<file path="src/rtl/buffer_read_sequencer.sv">
// Streams a strided sequence of rows out of N_BUF parallel buffers into a
// 2-deep output FIFO with a valid/ready consumer interface.
module buffer_read_sequencer #(
   parameter int N_BUF       = 4,
   parameter int ADDR_RAM    = 8,
   parameter int WID_PE_BITS = 8
) (
   input  logic                            clk,
   input  logic                            rst,
   input  logic                            start,
   input  logic [ADDR_RAM-1:0]             base_addr,
   input  logic [ADDR_RAM-1:0]             stride,
   input  logic [ADDR_RAM-1:0]             len,
   input  logic [N_BUF-1:0]                buf_mask,
   output logic                            buf_mode,
   output logic [N_BUF-1:0]                m1_r_en,
   output logic [N_BUF*ADDR_RAM-1:0]       m1_r_addr,
   input  logic [N_BUF*WID_PE_BITS-1:0]    m1_output_bus,
   output logic [N_BUF*WID_PE_BITS-1:0]    out_data,
   output logic                            out_valid,
   input  logic                            out_ready,
   output logic                            busy,
   output logic                            done,
   output logic [1:0]                      dbg_state
);

   localparam int ROW_W = N_BUF * WID_PE_BITS;

   // Handshake: a row moves to the consumer on every rising edge where
   // out_valid and out_ready are both high; out_valid never depends on out_ready.

   typedef enum logic [1:0] {
      S_IDLE  = 2'd0,
      S_ISSUE = 2'd1,
      S_DRAIN = 2'd2,
      S_DONE  = 2'd3
   } state_t;

   state_t               state_q, state_d;
   logic [ADDR_RAM-1:0]  addr_q, addr_d;
   logic [ADDR_RAM-1:0]  stride_q, stride_d;
   logic [ADDR_RAM-1:0]  remaining_q, remaining_d;
   logic [N_BUF-1:0]     mask_q, mask_d;
   logic                 inflight_q, inflight_d;
   logic [ROW_W-1:0]     mem_q [0:1];
   logic [ROW_W-1:0]     mem_d [0:1];
   logic                 rd_ptr_q, rd_ptr_d;
   logic                 wr_ptr_q, wr_ptr_d;
   logic [1:0]           cnt_q, cnt_d;

   logic [ROW_W-1:0]     lane_mask;
   logic [ROW_W-1:0]     masked_row;
   logic [1:0]           occ;
   logic [1:0]           occ_after;
   logic                 pop;
   logic                 pop_reg;
   logic                 bypass;
   logic                 push_reg;
   logic                 issue;

   always_comb begin
      lane_mask = '0;
      for (int i = 0; i < N_BUF; i++) begin
         lane_mask[i*WID_PE_BITS +: WID_PE_BITS] = {WID_PE_BITS{mask_q[i]}};
      end
   end

   assign masked_row = m1_output_bus & lane_mask;

   // The row on the bus counts as a FIFO occupant the cycle it arrives, so an
   // empty FIFO forwards it straight to the consumer without an extra cycle.
   always_comb begin
      occ       = cnt_q + {1'b0, inflight_q};
      out_valid = (occ != 2'd0);
      out_data  = '0;
      if (cnt_q != 2'd0) begin
         out_data = mem_q[rd_ptr_q];
      end else if (inflight_q) begin
         out_data = masked_row;
      end
      pop       = out_valid & out_ready;
      pop_reg   = pop & (cnt_q != 2'd0);
      bypass    = pop & (cnt_q == 2'd0);
      push_reg  = inflight_q & ~bypass;
      occ_after = occ - {1'b0, pop};
      issue     = (state_q == S_ISSUE) && (occ_after < 2'd2);
   end

   always_comb begin
      state_d     = state_q;
      addr_d      = addr_q;
      stride_d    = stride_q;
      remaining_d = remaining_q;
      mask_d      = mask_q;
      inflight_d  = issue;
      mem_d[0]    = mem_q[0];
      mem_d[1]    = mem_q[1];
      rd_ptr_d    = rd_ptr_q;
      wr_ptr_d    = wr_ptr_q;
      cnt_d       = cnt_q + {1'b0, push_reg} - {1'b0, pop_reg};

      if (push_reg) begin
         mem_d[wr_ptr_q] = masked_row;
         wr_ptr_d        = ~wr_ptr_q;
      end
      if (pop_reg) begin
         rd_ptr_d = ~rd_ptr_q;
      end

      unique case (state_q)
         S_IDLE: begin
            if (start) begin
               addr_d      = base_addr;
               stride_d    = stride;
               remaining_d = len;
               mask_d      = buf_mask;
               state_d     = (len != '0) ? S_ISSUE : S_DONE;
            end
         end
         S_ISSUE: begin
            if (issue) begin
               addr_d      = addr_q + stride_q;
               remaining_d = remaining_q - 1'b1;
               if (remaining_q == {{(ADDR_RAM-1){1'b0}}, 1'b1}) begin
                  state_d = S_DRAIN;
               end
            end
         end
         S_DRAIN: begin
            if (occ_after == 2'd0) begin
               state_d = S_DONE;
            end
         end
         S_DONE: begin
            state_d = S_IDLE;
         end
         default: state_d = S_IDLE;
      endcase
   end

   always_ff @(posedge clk or negedge rst) begin
      if (!rst) begin
         state_q     <= S_IDLE;
         addr_q      <= '0;
         stride_q    <= '0;
         remaining_q <= '0;
         mask_q      <= '0;
         inflight_q  <= 1'b0;
         mem_q[0]    <= '0;
         mem_q[1]    <= '0;
         rd_ptr_q    <= 1'b0;
         wr_ptr_q    <= 1'b0;
         cnt_q       <= 2'd0;
      end else begin
         state_q     <= state_d;
         addr_q      <= addr_d;
         stride_q    <= stride_d;
         remaining_q <= remaining_d;
         mask_q      <= mask_d;
         inflight_q  <= inflight_d;
         mem_q[0]    <= mem_d[0];
         mem_q[1]    <= mem_d[1];
         rd_ptr_q    <= rd_ptr_d;
         wr_ptr_q    <= wr_ptr_d;
         cnt_q       <= cnt_d;
      end
   end

   assign m1_r_en   = issue ? mask_q : '0;
   assign m1_r_addr = issue ? {N_BUF{addr_q}} : '0;
   assign busy      = (state_q != S_IDLE);
   assign buf_mode  = busy;
   assign done      = (state_q == S_DONE);
   assign dbg_state = state_q;

endmodule

</file>
<file path="config.mk">
export PLATFORM = sky130hd
export DESIGN_NAME = buffer_read_sequencer
export DESIGN_NICKNAME = d
export VERILOG_FILES = /design/src/rtl/buffer_read_sequencer.sv
export SDC_FILE = /design/constraint.sdc
export NUM_CORES = 1
export LEC_CHECK = 0
export CELL_PAD_IN_SITES_DETAIL_PLACEMENT = 0
export CELL_PAD_IN_SITES_GLOBAL_PLACEMENT = 1
export CORE_MARGIN = 10
export CORE_UTILIZATION = 30
export CTS_CLUSTER_DIAMETER = 200
export DETAILED_ROUTE_END_ITERATION = 7
export PLACE_DENSITY = 0.75
export SLEW_MARGIN = 20
export SYNTH_ARGS = -nofsm -noshare
export SYNTH_HDL_FRONTEND = slang
export SYNTH_SLANG_ARGS = --single-unit
</file>
<file path="constraint.sdc">
create_clock -name clk -period 2 [get_ports clk]
set_input_delay 0.3 -clock clk [delete_from_list [all_inputs] [get_ports clk]]
set_output_delay 0.3 -clock clk [all_outputs]
set_load 0.01 [all_outputs]
</file>
==> summary.txt <==
Outcome
  • Outcome: finished with violations
  • Violated checks: setup timing

Global routing
  • Tot GR Track Use: 13.1%
  • Vias in the first global route: ~5000
  • Initial antenna violation count: 0
  • Gr ovfl total: 0
  • Global-route wire length before repair: ~26 mm
  • Largest net degree at the start of global routing: 65

Final layout
  • Finished Cell Area: ~8100 µm²
  • Fin util: 45.3%
  • # fillers: 1698
  • Most frequent cells in the layout: nand2_1 (136), dfrtp_1 (97), o21ai_0 (73), clkdlybuf4s50_1 (65)
  • Layout cell share with drive strength beyond 1: between 20 and 30%
  • Diode count: 0
  • Reg area: around 2500 µm²
  • Most common cell after layout, fill and taps aside: nand2_1
  • Nets: 870
  • Area Overhead vs Synth: 48.7%
  • Area of the multi-input gates: approximately 2800 µm²

Setup path
  • Critical path required time: roughly 1.7 ns
  • Reg-to-Reg Start: inflight_q$_DFF_PN0_
  • Critical path endpoint category: primary output
  • Critical-path cell list: ha_4 > xnor2_4 > nand2_2 > and2_4 > ha_4 > xnor3_2 > buf_12 > and3_4 > dlygate4sd2_1
  • Reg2reg end: remaining_q[2]$_DFFE_PN0P_
  • Most Frequent Cell on Critical Path: ha_4
  • Worst R2R Setup Slack: -0.60 ns
  • CP Launch Type: register
  • R2R depth: 15
  • Largest stage delay on the critical path: about 0.41 ns
  • Crit-path slowest cell: dfrtp_1
  • Critical path class: register to primary output
  • Data arrival time of the critical path: 2.38 ns
  • Crit Path Max Fanout: 10

Drt
  • Avg WL per Cell: 17.9 µm
  • Antenna viol nets, final: 0
  • Vias: roughly 5000
  • Total length of routed wires: 18.2 mm
  • Drc violations: 0
  • TritonRoute pass-1 iters: 4
  • Mean number of vias per cell: 4.87
  • Drt initial violations: roughly 270

Power
  • Leak: about 0.0038 µW
  • Max VDD drop: 0.601 mV
  • Power density over the cells: approximately 1700 nW/µm²

CTS
  • CTS clk-pin slew, worst paths: approximately 0.070 ns
  • Bufs on Longest Clock Path: 2
  • Root Buffer: clkbuf_16
  • Clock Latency Late Sink: approximately 0.35 ns
  • CTS tree: yes
  • Sink Count: around 100
  • H-tree depth: 3
  • Total CTS buffers: 9

Yosys
  • Syn_nets: about 700
  • Syn Inst Count: ~600
  • Primary FF master, synth: dfrtp_1
  • Ys async rst share: 100%
  • Post-synth EDFFs: 0
  • Avg Cell Area, Syn: 8.98 µm²
  • Mapped cell area: approximately 5500 µm²
  • Synth Register Bits: 99
  • Netlist cell types: between 40 and 50
  • Yosys warning count: 0
  • Sequential area share after synthesis: a little under half

Placed design
  • Final Wtd Congestion: ~0.81
  • Port Buf Inserts: 137
  • DP Worst Slack: -0.601 ns
  • Hpwl dp: ~12 mm
  • Area after DPL: around 7400 µm²

STA
  • Final hold violations: 0
  • Worst clock skew: around 0.0052 ns
  • Final Hold Slack: ~0.47 ns
  • Final setup violation count: 90
  • Setup WS post-layout: -0.676 ns
  • Max Slew Vio Count: 0
  • Relative slew margins: between 60% and 70%
  • Tmin final: roughly 2.7 ns
  • Least-Margin Pin Slew: around 0.56 ns
  • Final critical-path share of the clock period: 134%
  • Max Freq: around 370 MHz
  • RSZ-0062 raised after global routing: true

Worst hold path
  • Tightest Hold Check Type: primary input to async pin

Floorplanning
  • Die extent in x: roughly 160 µm
  • Initial Util: just over 30%
  • Die Area: about 24000 µm²
  • Ports: about 140
  • Placeable Area: 18000 µm²
  • Row Count: 49
  • Die Ht: ~160 µm

Flow run
  • Max-Cap Viols: 0
==> cell families (layout without fill, tap and decap cells) <==
group,count (synthesis),after routing,synth area share (%)
multiplexers,54,54,10.2
adder cells (fa/ha/maj),19,19,4.48
buffers and inverters,79,261,7.46
XOR/XNOR,9,9,1.69
flip-flops,99,99,45.3
AND/OR/NAND/NOR,204,205,16.2
AO/OA/AOI/OAI,145,145,14.7
==> metrics by stage <==
stage	total power [µW]	setup TNS [ns]	std cells
finish	13700	-32.24	1021
global route	14700	-43.01	1021
CTS	13000	-46.29	995
detailed placement	11300	-42.03	971
global placement	11000	-36.01	971
floorplan	8070	-3.99	609
==> worst max path at each step <==
stage / startpoint / endpoint / slack (ns) / depth (start not counted)
5_1_grt: cnt_q[0]$_DFF_PN0_ / m1_r_addr[27] / -0.74 / 9
3_5_place_dp: cnt_q[0]$_DFF_PN0_ / m1_r_addr[15] / -0.60 / 9
6_report: inflight_q$_DFF_PN0_ / m1_r_addr[27] / -0.68 / 9
4_1_cts: inflight_q$_DFF_PN0_ / m1_r_addr[27] / -0.68 / 9
3_3_place_gp: out_ready / m1_r_addr[15] / -0.50 / 7
2_1_floorplan: cnt_q[0]$_DFF_PN0_ / m1_r_addr[10] / -0.14 / 9
==> registers in the layout, summed over array words and instances, names as in the netlist, 2 cells and up <==
| register | cells |
|---|---|
| remaining_q | 8 |
| addr_q | 8 |
| dbg_state | 2 |
| mem_q | 64 |
| cnt_q | 2 |
| mask_q | 4 |
| stride_q | 8 |
==> critical path, delay by kind of cell, from the launching register on <==
family | cells | cell delay, ns
adder cells (fa/ha/maj) | 2 | 0.34
AND/OR/NAND/NOR | 3 | 0.41
flip-flops | 1 | 0.41
XOR/XNOR | 2 | 0.40
buffers and inverters | 2 | 0.44
==> Yosys cell counts (3+ instances only) <==
| cell type | n | area [µm²] |
|---|---|---|
| ha_1 | 18 | 225 |
| and3_1 | 17 | 106 |
| nor2_1 | 15 | 56.3 |
| nand2b_1 | 3 | 18.8 |
| buf_4 | 26 | 195 |
| nor3b_1 | 3 | 22.5 |
| a21oi_1 | 17 | 85.1 |
| o22ai_1 | 4 | 25.0 |
| a31oi_1 | 3 | 18.8 |
| nor3_1 | 3 | 15.0 |
| mux2i_1 | 42 | 420 |
| clkbuf_1 | 24 | 90.1 |
| a21o_1 | 3 | 22.5 |
| buf_2 | 11 | 55.1 |
| mux2_2 | 12 | 135 |
| inv_1 | 15 | 56.3 |
| nand4_1 | 5 | 31.3 |
| nand3_1 | 5 | 25.0 |
| dfrtp_1 | 99 | 2480 |
| xnor2_1 | 7 | 61.3 |
| buf_1 | 3 | 11.3 |
| nor2b_1 | 4 | 25.0 |
| o21ai_0 | 106 | 531 |
| nand2_1 | 140 | 526 |
==> power breakdown <==
part | switching, µW | internal, µW | total, µW
clock | 813 | 1020 | 1830
sequential | 574 | 2920 | 3500
combinational | 4160 | 4230 | 8390
total | 5550 | 8170 | 13700
==> cell type report <==
type	count	area share, %
Clock inverter	6	0.892
Tap cell	229	3.52
Inverter	15	0.723
Sequential cell	99	30.5
Multi-Input combinational cell	432	34.7
Timing Repair Buffer	230	26.7
Clock buffer	10	2.94
==> metal layers <==
| metal | track usage, % | share of wire (%) | up-vias | wire [µm] |
|---|---|---|---|---|
| met3 | 2.89 | 3.6 | 14 | 665 |
| met2 | 23.0 | 51 | 82 | 9320 |
| met5 | 0 | 0 | - | 0 |
| met4 | 4.36 | 1.2 | 0 | 227 |
| li1 | - | - | 2419 | - |
| met1 | 15.4 | 44 | 2454 | 8010 |
==> timing repair <==
item | CTS | global route
buffers inserted | 7 | 11
setup endpoints to repair | 151 | 154
hold buffers | 1 | 0
endpoints found under the hold margin | 38 | 0
gates cloned | 1 | 17
gates resized for setup | 239 | 151
pin swaps | 4 | 6
Note: power is estimated with default switching activity, not from simulation.
